File: config.mk
export PLATFORM = sky130hd
export DESIGN_NAME = program_loader
export DESIGN_NICKNAME = d
export VERILOG_FILES = /design/src/rtl/loader_pkg.sv /design/src/rtl/incrementer_12.sv /design/src/rtl/program_loader.sv
export SDC_FILE = /design/constraint.sdc
export NUM_CORES = 1
export LEC_CHECK = 0
export ABC_AREA = 1
export ABC_CLOCK_PERIOD_IN_PS = 2730
export CORE_MARGIN = 1.5
export CORE_UTILIZATION = 55
export CTS_CLUSTER_SIZE = 30
export DETAILED_ROUTE_END_ITERATION = 10
export GPL_TIMING_DRIVEN = 1
export PLACE_DENSITY_LB_ADDON = 0.3
export SLEW_MARGIN = 25
export SYNTH_ARGS = -nofsm -noshare
export SYNTH_HDL_FRONTEND = slang
export SYNTH_SLANG_ARGS = --single-unit
File: constraint.sdc
create_clock -name clk -period 2.73 [get_ports clk]
set_input_delay 0.4095 -clock clk [delete_from_list [all_inputs] [get_ports clk]]
set_output_delay 0.4095 -clock clk [all_outputs]
set_load 0.1 [all_outputs]
File: src/rtl/loader_pkg.sv
`default_nettype none
// +----------------------------------------------------------------------------+
// | Module  : loader_pkg                                                       |
// | Brief   : Shared types and constants for the program loader.              |
// |           Macro LOADER_CHECKSUM_EN adds the CHK state.                     |
// | Revision: 1.0                                                              |
// +----------------------------------------------------------------------------+
package loader_pkg;

    localparam int         ADDR_W      = 12;
    localparam int         INSTR_W     = 19;
    localparam logic [7:0] LEN_HI_MASK = 8'hF0;
    localparam logic [7:0] B0_MASK     = 8'hF8;

    typedef enum logic [3:0] {
        IDLE   = 4'd0,
        LEN_HI = 4'd1,
        LEN_LO = 4'd2,
        B0     = 4'd3,
        B1     = 4'd4,
        B2     = 4'd5,
        WRITE  = 4'd6,
`ifdef LOADER_CHECKSUM_EN
        CHK    = 4'd7,
`endif
        DONE   = 4'd8,
        ERROR  = 4'd9
    } state_e;

endpackage
`default_nettype wire

File: src/rtl/incrementer_12.sv
`default_nettype none
// +----------------------------------------------------------------------------+
// | Module  : incrementer_12                                                   |
// | Brief   : 12-bit combinational +1 used for the loader word counter.       |
// | Revision: 1.0                                                              |
// +----------------------------------------------------------------------------+
module incrementer_12 (
    input  logic [11:0] a_i,
    output logic [11:0] y_o
);

    assign y_o = a_i + 12'd1;

endmodule
`default_nettype wire

File: src/rtl/program_loader.sv
`default_nettype none
// +----------------------------------------------------------------------------+
// | Module  : program_loader                                                   |
// | Brief   : Streams a length-prefixed byte image into instruction memory,    |
// |           then releases the CPU. LOADER_CHECKSUM_EN adds an XOR trailer.  |
// | Revision: 1.0                                                              |
// +----------------------------------------------------------------------------+
module program_loader #(
    parameter int ADDR_W  = 12,
    parameter int INSTR_W = 19
) (
    input  logic               clk,
    input  logic               rst,
    input  logic               start,
    input  logic [7:0]         in_data,
    input  logic               in_valid,
    output logic               in_ready,
    output logic               im_we,
    output logic [ADDR_W-1:0]  im_addr,
    output logic [INSTR_W-1:0] im_data,
    output logic               cpu_run,
    output logic               done,
    output logic               error
);

    import loader_pkg::*;

`ifdef LOADER_CHECKSUM_EN
    localparam state_e LOAD_END = CHK;
`else
    localparam state_e LOAD_END = DONE;
`endif

    state_e             state_q, state_d;
    logic [11:0]        len_q, len_d;
    logic [ADDR_W-1:0]  cnt_q, cnt_d, cnt_inc;
    logic [INSTR_W-1:0] instr_q, instr_d;
    logic [ADDR_W-1:0]  addr_q, addr_d;
    logic [INSTR_W-1:0] data_q, data_d;
    logic               accept;
`ifdef LOADER_CHECKSUM_EN
    logic [7:0]         sum_q, sum_d;
`endif

    incrementer_12 u_cnt_inc (
        .a_i (cnt_q),
        .y_o (cnt_inc)
    );

    always_comb begin
        in_ready = 1'b0;
        case (state_q)
            LEN_HI, LEN_LO, B0, B1, B2: in_ready = 1'b1;
`ifdef LOADER_CHECKSUM_EN
            CHK:                        in_ready = 1'b1;
`endif
            default:                    in_ready = 1'b0;
        endcase
    end

    assign accept = in_ready & in_valid;

    always_comb begin
        state_d = state_q;
        len_d   = len_q;
        cnt_d   = cnt_q;
        instr_d = instr_q;
        addr_d  = addr_q;
        data_d  = data_q;
`ifdef LOADER_CHECKSUM_EN
        sum_d   = sum_q;
        if (accept && state_q != CHK) sum_d = sum_q ^ in_data;
`endif
        case (state_q)
            IDLE, DONE, ERROR: begin
                if (start) begin
                    state_d = LEN_HI;
                    cnt_d   = '0;
                    len_d   = '0;
`ifdef LOADER_CHECKSUM_EN
                    sum_d   = '0;
`endif
                end
            end
            LEN_HI: if (accept) begin
                len_d[11:8] = in_data[3:0];
                state_d     = ((in_data & LEN_HI_MASK) != 8'h00) ? ERROR : LEN_LO;
            end
            LEN_LO: if (accept) begin
                len_d[7:0] = in_data;
                state_d    = ({len_q[11:8], in_data} == 12'd0) ? LOAD_END : B0;
            end
            B0: if (accept) begin
                instr_d[INSTR_W-1:16] = in_data[2:0];
                state_d               = ((in_data & B0_MASK) != 8'h00) ? ERROR : B1;
            end
            B1: if (accept) begin
                instr_d[15:8] = in_data;
                state_d       = B2;
            end
            // Latch address and word on acceptance so WRITE presents them registered.
            B2: if (accept) begin
                addr_d  = cnt_q;
                data_d  = {instr_q[INSTR_W-1:8], in_data};
                state_d = WRITE;
            end
            WRITE: begin
                cnt_d   = cnt_inc;
                state_d = (cnt_inc == len_q) ? LOAD_END : B0;
            end
`ifdef LOADER_CHECKSUM_EN
            CHK: if (accept) begin
                state_d = (in_data == sum_q) ? DONE : ERROR;
            end
`endif
            default: state_d = IDLE;
        endcase
    end

    always_ff @(posedge clk) begin
        if (!rst) begin
            state_q <= IDLE;
            len_q   <= '0;
            cnt_q   <= '0;
            instr_q <= '0;
            addr_q  <= '0;
            data_q  <= '0;
`ifdef LOADER_CHECKSUM_EN
            sum_q   <= '0;
`endif
        end else begin
            state_q <= state_d;
            len_q   <= len_d;
            cnt_q   <= cnt_d;
            instr_q <= instr_d;
            addr_q  <= addr_d;
            data_q  <= data_d;
`ifdef LOADER_CHECKSUM_EN
            sum_q   <= sum_d;
`endif
        end
    end

    assign im_we   = (state_q == WRITE);
    assign im_addr = addr_q;
    assign im_data = data_q;
    assign done    = (state_q == DONE);
    assign error   = (state_q == ERROR);
    assign cpu_run = (state_q == DONE);

endmodule
`default_nettype wire

## Word-level counts from Yosys, hierarchy flattened

Cells that the tools add are included.

| word-level totals | value |
|---|---|
| logic and storage cells | 59 |
| bits in registers | 70 |
| input bits | 12 |
| output and inout port bits | 36 |

| cells by class | value |
|---|---|
| add/subtract/negate cells | 1 |
| equality and inequality tests | 15 |
| reduce and logical (&&, ||, !) cells | 16 |
| bitwise operators | 1 |
| mux-type cells | 18 |

Operator list:

| cell | count |
|---|---|
| 4-bit two-way mux | 11 |
| 4-bit one-hot mux with 7 select lines | 1 |
| 12-bit one-hot mux with 2 select lines | 1 |
| 8-bit one-hot mux with 2 select lines | 1 |
| 8-bit nonzero test | 2 |
| 12-bit by 1-bit adder with 12-bit output (second input constant) | 1 |
| 12-bit equality test | 1 |
| 4-bit by 3-bit equality test with 1-bit output (second input constant) | 3 |
| 12-bit logical NOT | 1 |
| 12-bit two-way mux | 1 |
| 2-bit != test (second input constant) | 6 |
| 4-bit by 2-bit equality test with 1-bit output (second input constant) | 2 |
| 4-bit equality test (second input constant) | 2 |
| 8-bit two-way mux | 1 |
| 4-bit one-hot mux with 2 select lines | 1 |
| 2-bit AND reduction | 4 |
| 3-bit AND reduction | 2 |
| 6-bit AND reduction | 1 |
| 2-bit nonzero test | 3 |
| 5-bit OR reduction | 1 |
| 4-bit by 1-bit equality test with 1-bit output (second input constant) | 1 |
| 4-bit logical NOT | 1 |
| 3-bit OR reduction | 1 |
| 1-bit AND | 1 |
| 1-bit two-way mux | 1 |

## Longest topological paths before layout

Gate-level depths: netlist of run 1.

| depth | value |
|---|---|
| word-level depth | 6 |
| mapped depth | 15 |

## Cells and area by module

Synthesis of run 1 repeated with hierarchy kept, for this count alone.

| unflattened totals | value |
|---|---|
| cells, all modules | 522 |
| area, all modules | 3464.6 um^2 |

By module, submodules not included:

| module | times used | cells an instance | area each (um^2) |
|---|---|---|---|
| program_loader | 1 | 477 | 3219.3 |
| incrementer_12 | 1 | 45 | 245.2 |

## Least setup slack after synthesis of run 1

Ideal clock, no wire load.

| timing | value |
|---|---|
| path kind | register to output |
| start | reg state_q[0] |
| end | out done |
| required time | 2321 ps |
| stages on the path, launching flop included | 5 |
| path slack | -925 ps |
| data arrival time | 3246 ps |
| cell sequence | dfxtp_1 nor2_1 inv_1 nor3_1 buf_4 |

| between the ends | value |
|---|---|
| cells in the longest elaborated chain, start to end | 1 |

RTL lines:

| element | RTL line | source |
|---|---|---|
| start, declared | program_loader.sv:34 | `state_e state_q, state_d;` |
| start signal, assigned | program_loader.sv:132 | `state_q <= state_d;` |
| 4-bit equality test | -- |  |
| end, declared | program_loader.sv:22 | `output logic done,` |

Every way passes these cells.

## Worst setup path in the final report of run 1

| timing | value |
|---|---|
| start | reg state_q[2] |
| end | out im_we |

| between the ends | value |
|---|---|
| cells in the longest elaborated chain, start to end | 1 |

RTL lines:

| element | RTL line | source |
|---|---|---|
| 4-bit by 3-bit equality test with 1-bit output | program_loader.sv:144 | `assign im_we = (state_q == WRITE);` |
| end, declared | program_loader.sv:18 | `output logic im_we,` |

Every way passes these cells.

==> impl_metrics.env, run 1 <==
export IMPL_crit_chain="inv_2 > nor2_2 > inv_1 > nor3_4 > buf_4 > buf_12"
export IMPL_max_freq_ghz=0.463
export IMPL_async_flop_share_pct=0
export IMPL_start_util_pct=56.7
export IMPL_slew_violations=0
export IMPL_cts_root_buf="clkbuf_8"
export IMPL_crit_family="buffers and inverters"
export IMPL_r2r_start="cnt_q[0]$_SDFFE_PN0P_"
export IMPL_cts_hold_buf=0
export IMPL_power_density_nw_per_um2=583
export IMPL_cap_violations=0
export IMPL_grt_pass1_vias=3017
export IMPL_rsz0062_at_grt="false"
export IMPL_gp_congestion=0.876
export IMPL_vias=3387
export IMPL_grt_max_degree=51
export IMPL_wire_per_inst_um=14.2
export IMPL_synth_seq_cells=70
export IMPL_drt_iter0_drc=232
export IMPL_post_cts_resized=0
export IMPL_synth_cells=485
export IMPL_ys_seq_area_share_pct=41.7
export IMPL_status="complete, no violations"
export IMPL_required_ns=2.32
export IMPL_synth_largest_area_cell="dfxtp_1"
export IMPL_area_growth_pct=19.4
export IMPL_num_rows=28
export IMPL_end_kind="output port"
export IMPL_coreArea_um2=5920
export IMPL_syn_area_per_cell_um2=6.92
export IMPL_ys_warnings_count=0
export IMPL_ant_nets=0
export IMPL_fin_setup_tns_ns=0
export IMPL_crit_type="flop to output port"
export IMPL_tritoncts="built"
export IMPL_grt_pass1_wl_um=14100
export IMPL_slew_headroom_pct=65.0
export IMPL_synth_area_top_cells="dfxtp_1 (42%), nand2_1 (15%), nand3_1 (11%), a21oi_1 (11%), inv_1 (3.6%)"
export IMPL_crit_arrival_ns=1.75
export IMPL_hold_viol=0
export IMPL_numCtsBuffers=9
export IMPL_synth_edff_count=0
export IMPL_crit_fanout=15
export IMPL_ys_types=32
export IMPL_clockBufferDepth=2
export IMPL_dieArea_um2=6580
export IMPL_cts_setup_buffers=0
export IMPL_grt_ovfl_total=0
export IMPL_hold_path_class="flop to flop"
export IMPL_max_stage_delay_ns=0.48
export IMPL_p_leak_nw=1.50
export IMPL_die_width_um=81.1
export IMPL_n_antenna_cell=0
export IMPL_worst_path_buf_inv=4
export IMPL_irDropWorstVdd_v=0.000571
export IMPL_track_usage_pct=28.0
export IMPL_via_per_inst=5.57
export IMPL_tightestPinTransition_ns=0.525
export IMPL_syn_num_nets=498
export IMPL_drcViolationCount=0
export IMPL_wl_um=8630
export IMPL_netlist_area_um2=3360
export IMPL_cts_clk_slew_worst_paths_ns=0.08
export IMPL_min_period_ns=2.16
export IMPL_hpwl_um=5960
export IMPL_fin_skew_ns=0.00636
export IMPL_clock_latency_ns=0.35
export IMPL_cts_sinks=70
export IMPL_synthDominantCellAreaShare_pct=41.7
export IMPL_h_tree_depth=3
export IMPL_antenna_found_initial=0
export IMPL_hp_start="im_data[9]$_SDFFE_PN0P_"
export IMPL_setup_viol=0
export IMPL_ioPinCount=48
export IMPL_cp_start_kind="flop"
export IMPL_ys_top_cells_by_count="nand2_1 (130), nand3_1 (76), a21oi_1 (72)"
export IMPL_die_h_um=81.1
export IMPL_crit_path_start="state_q[2]$_SDFFE_PN0P_"
export IMPL_synth_most_common_cell="nand2_1"
export IMPL_drive_gt1_share_pct=15.9
export IMPL_p_total_mw=2.34
export IMPL_port_buffers=47
export IMPL_slowest_stage="dfxtp_1"
export IMPL_fin_nets=542
export IMPL_post_route_period_util_pct=79.1
export IMPL_dr_pass1_iters=5
export IMPL_synth_ff_type="dfxtp_1"
## placed cells by master (no fill, tap or decap), types with 2 or more instances in the layout
cell type / instances
nor2_2: 5
nor3_1: 2
nand3_1: 76
clkinvlp_4: 2
o21ai_0: 4
inv_1: 32
dfxtp_1: 70
nor2_4: 3
nor2_1: 25
nand2_2: 4
inv_2: 2
nand3b_1: 5
buf_4: 46
a21oi_1: 72
nand4_1: 5
nor3_2: 4
clkbuf_8: 9
clkinv_2: 2
a211oi_1: 9
nand2_1: 130
clkdlybuf4s50_1: 11
## tightest hold or removal path: cells and delay by family, from the launching register on
family	cells	cell delay, ns
AND/OR/NAND/NOR	1	0.06
flip-flops	1	0.31
AO/OA/AOI/OAI	1	0.05
## layer usage
layer,GRT usage [%],vias up,share of wire (%)
li1,-,1699,-
met1,36.5,1566,44
met2,45.6,111,49
met3,6.29,11,5.9
met4,9.83,0,1.3
met5,0,-,0
## final timing paths
kind                                   to  slack, ns  depth (start not counted)
hold reg to reg   im_data[9]$_SDFFE_PN0P_       0.46                          2
setup reg to reg  state_q[1]$_SDFFE_PN0P_       0.64                         14
hold / removal    im_data[9]$_SDFFE_PN0P_       0.46                          2
setup / recovery                    im_we       0.57                          6
## power breakdown
| group | internal (mW) | switching, mW | total (mW) | leakage [nW] |
|---|---|---|---|---|
| clock network | 0.415 | 0.412 | 0.826 | 0.0911 |
| logic | 0.123 | 0.302 | 0.426 | 0.845 |
| registers | 1.05 | 0.0303 | 1.09 | 0.566 |
## registers in the layout, indices dropped and copies added, names as in the netlist
register,cells
len_q,12
instr_q,11
state_q,4
im_addr,12
im_data,19
cnt_q,12
## logic make-up after synthesis
family	Yosys count	share of synthesized area (%)
AND/OR/NAND/NOR	263	35.8
flip-flops	70	41.7
adder cells (fa/ha/maj)	1	0.373
buffers and inverters	60	7.34
AO/OA/AOI/OAI	90	14.5
XOR/XNOR	1	0.261
## through the flow
step                      setup WS [ns]  hold slack, ns  util, %  cells  area, µm²
after global routing              0.380           0.472     67.7    608       4010
after detailed placement          0.601           0.453     64.5    593       3820
after floorplan                  0.0438           0.442        -    485       3370
after global placement            0.655           0.451     64.5    593       3820
after CTS                         0.564           0.465     67.7    608       4010
final                             0.571           0.465     67.7    608       4010
## cell type report
type / count / area [µm²]
Clock buffer: 9 / 124
Timing Repair Buffer: 58 / 475
Clock inverter: 6 / 63.8
Sequential cell: 70 / 1400
Fill cell: 505 / 1910
Multi-Input combinational cell: 355 / 1720
Inverter: 35 / 131
Tap cell: 75 / 93.8
Power figures use the tool's default switching activity.
==> run 2, diff against run 1 <==
--- a/config.mk
+++ b/config.mk
@@ -6,9 +6,9 @@
 export NUM_CORES = 1
 export LEC_CHECK = 0
 export ABC_AREA = 1
-export ABC_CLOCK_PERIOD_IN_PS = 2730
+export ABC_CLOCK_PERIOD_IN_PS = 1800
 export CORE_MARGIN = 1.5
-export CORE_UTILIZATION = 55
+export CORE_UTILIZATION = 49
 export CTS_CLUSTER_SIZE = 30
 export DETAILED_ROUTE_END_ITERATION = 10
 export GPL_TIMING_DRIVEN = 1
==> constraint.sdc (replaced) <==
create_clock -name clk -period 1.8 [get_ports clk]
set_input_delay 0.27 -clock clk [delete_from_list [all_inputs] [get_ports clk]]
set_output_delay 0.27 -clock clk [all_outputs]
set_load 0.1 [all_outputs]
==> run 2 against run 1 <==
  * Final cell count increased by 5.1%
  * Clock power rose by 83%
  * Sequential share of layout area down 3.9 points
  * Register-to-register slack worse by 0.61 ns
  * Wire length rose by 11%
  * Clock skew about the same
  * Critical path type is now flop to flop
  * Largest power group unchanged
==> impl_metrics.env, run 2 (synthesis results as in run 1) <==
export IMPL_rsz0062_at_grt="true"
export IMPL_max_freq_ghz=0.565
export IMPL_ant_nets=0
export IMPL_die_h_um=85.8
export IMPL_path_common_cell="nand2_1"
export IMPL_hold_ws_ns=0.463
export IMPL_cp_start_kind="flop"
export IMPL_coreArea_um2=6490
export IMPL_hp_start="im_addr[7]$_SDFFE_PN0P_"
export IMPL_power_density_nw_per_um2=873
export IMPL_end_kind="flop"
export IMPL_p_total_mw=4.00
export IMPL_hold_depth=2
export IMPL_post_route_period_util_pct=98.3
export IMPL_drive_gt1_share_pct=27.8
export IMPL_hpwl_um=6550
export IMPL_drt_iter0_drc=232
export IMPL_n_antenna_cell=0
export IMPL_tritoncts="built"
export IMPL_worst_r2r_path_depth=14
export IMPL_cts_clk_slew_worst_paths_ns=0.08
export IMPL_crit_fanout=6
export IMPL_h_tree_depth=3
export IMPL_wire_per_inst_um=15.0
export IMPL_final_area_um2=4570
export IMPL_clock_latency_ns=0.35
export IMPL_start_util_pct=51.7
export IMPL_hold_viol=0
export IMPL_fill_cells=498
export IMPL_grt_max_degree=70
export IMPL_crit_arrival_ns=2.00
export IMPL_wl_um=9610
export IMPL_final_cell_mix="nand2_1 (121), nand3_1 (72), a21oi_1 (70)"
export IMPL_port_buffers=47
export IMPL_tightestPinTransition_ns=0.414
export IMPL_crit_chain="ha_4 > nand3_4 > nor2_4 > nand2_2 > nand2_1 > nand2_1 > nand2_1 > nand2_1 > nor2_2 > nand3_2 > nand2_2 > nand2_1 > nand2_1 > a21oi_1"
export IMPL_fin_nets=570
export IMPL_final_cells=639
export IMPL_r2r_start="cnt_q[0]$_SDFFE_PN0P_"
export IMPL_required_ns=2.03
export IMPL_multi_input_area_um2=1880
export IMPL_largest_register_ffs=19
export IMPL_p_leak_nw=1.73
export IMPL_antenna_found_initial=0
export IMPL_slew_violations=0
export IMPL_status="complete, no violations"
export IMPL_track_usage_pct=26.5
export IMPL_num_rows=29
export IMPL_place_area_um2=4180
export IMPL_dr_pass1_iters=5
export IMPL_die_width_um=85.8
export IMPL_reg2reg_to="state_q[0]$_SDFFE_PN0P_"
export IMPL_max_stage_delay_ns=0.37
export IMPL_crit_type="flop to flop"
export IMPL_gp_congestion=0.967
export IMPL_slew_headroom_pct=72.3
export IMPL_grt_pass1_vias=3226
export IMPL_dieArea_um2=7360
export IMPL_irDropWorstVdd_v=0.000596
export IMPL_area_growth_pct=36.3
export IMPL_vias=3584
export IMPL_ioPinCount=48
export IMPL_drcViolationCount=0
export IMPL_cap_violations=0
export IMPL_fin_setup_tns_ns=0
export IMPL_setup_viol=0
export IMPL_cts_root_buf="clkbuf_8"
export IMPL_cts_hold_buf=0
export IMPL_ff_latch_area_um2=1420
export IMPL_fin_skew_ns=0.00657
export IMPL_grt_pass1_wl_um=15400
export IMPL_dpl_cell_count=615
export IMPL_grt_ovfl_total=0
export IMPL_numCtsBuffers=9
export IMPL_cts_sinks=70
export IMPL_slowest_stage="dfxtp_4"
export IMPL_crit_path_start="cnt_q[0]$_SDFFE_PN0P_"
export IMPL_r2r_slack_ns=0.03
export IMPL_layout_commonest_cell="nand2_1"
export IMPL_min_period_ns=1.77
export IMPL_hold_path_class="flop to flop"
export IMPL_clockBufferDepth=2
export IMPL_via_per_inst=5.61
export IMPL_hold_path_end="im_addr[7]$_SDFFE_PN0P_"
[run 2: cell count changes in the layout (fill, tap and decap cells not counted), moves of 4 or more]
cell / change
a211oi_1: -5
a211oi_2: +5
buf_12: +8
buf_4: +17
dfxtp_1: -11
dfxtp_2: +8
nand2_1: -9
nand2_2: +8
nand3_1: -4
nor2_1: -4
[run 2: power breakdown]
part           leakage, nW  switching [mW]  total (mW)  internal, mW
clock network        0.118           0.638        1.51         0.869
logic                 1.04           0.544       0.835         0.290
registers            0.572          0.0520        1.65          1.60
[run 2: final cells by class]
class | instances | area share (%)
multi-input cells | 355 | 41.2
inverters | 35 | 2.98
clock inverters | 6 | 1.97
flip-flops and latches | 70 | 31.1
clock buffers | 10 | 3.25
well taps | 77 | 2.11
repair buffers | 86 | 17.4
[run 2: layer usage]
layer | vias to the layer above | GRT usage [%] | share of wire [%]
met5 | - | 0 | 0
met4 | 0 | 9.24 | 1.8
met3 | 22 | 5.49 | 5.8
met1 | 1656 | 36.0 | 45
li1 | 1760 | - | -
met2 | 146 | 41.9 | 47
[run 2: stage by stage]
| step | worst slack (ns) | util, % |
|---|---|---|
| 2_1_floorplan | -0.214 | - |
| 3_3_place_gp | 0.0178 | 64.4 |
| 3_5_place_dp | -0.0686 | 64.4 |
| 4_1_cts | -0.00197 | 69.0 |
| 5_1_grt | -0.0597 | 70.4 |
| 6_report | 0.0297 | 70.4 |
[run 2: worst max-delay path, delay by kind of cell (launching register included)]
kind            cells  cell delay (ns)
simple gates       12             1.03
fa+ha+maj           1             0.17
compound gates      1             0.06
flops               1             0.37
[run 2: worst max path at each step]
stage	to	slack, ns	cells past startpoint
after floorplan	done	-0.21	4
after global placement	state_q[0]$_SDFFE_PN0P_	0.02	12
after detailed placement	state_q[0]$_SDFFE_PN0P_	-0.07	12
after CTS	state_q[0]$_SDFFE_PN0P_	-0.002	15
after global routing	state_q[0]$_SDFFE_PN0P_	-0.06	14
final	state_q[0]$_SDFFE_PN0P_	0.03	14
[run 2: repair_timing]
action | CTS | global route
setup buffers | 6 | 2
pin swaps | 6 | 7
gates resized for setup | 6 | 28
setup endpoints to repair | 6 | 20
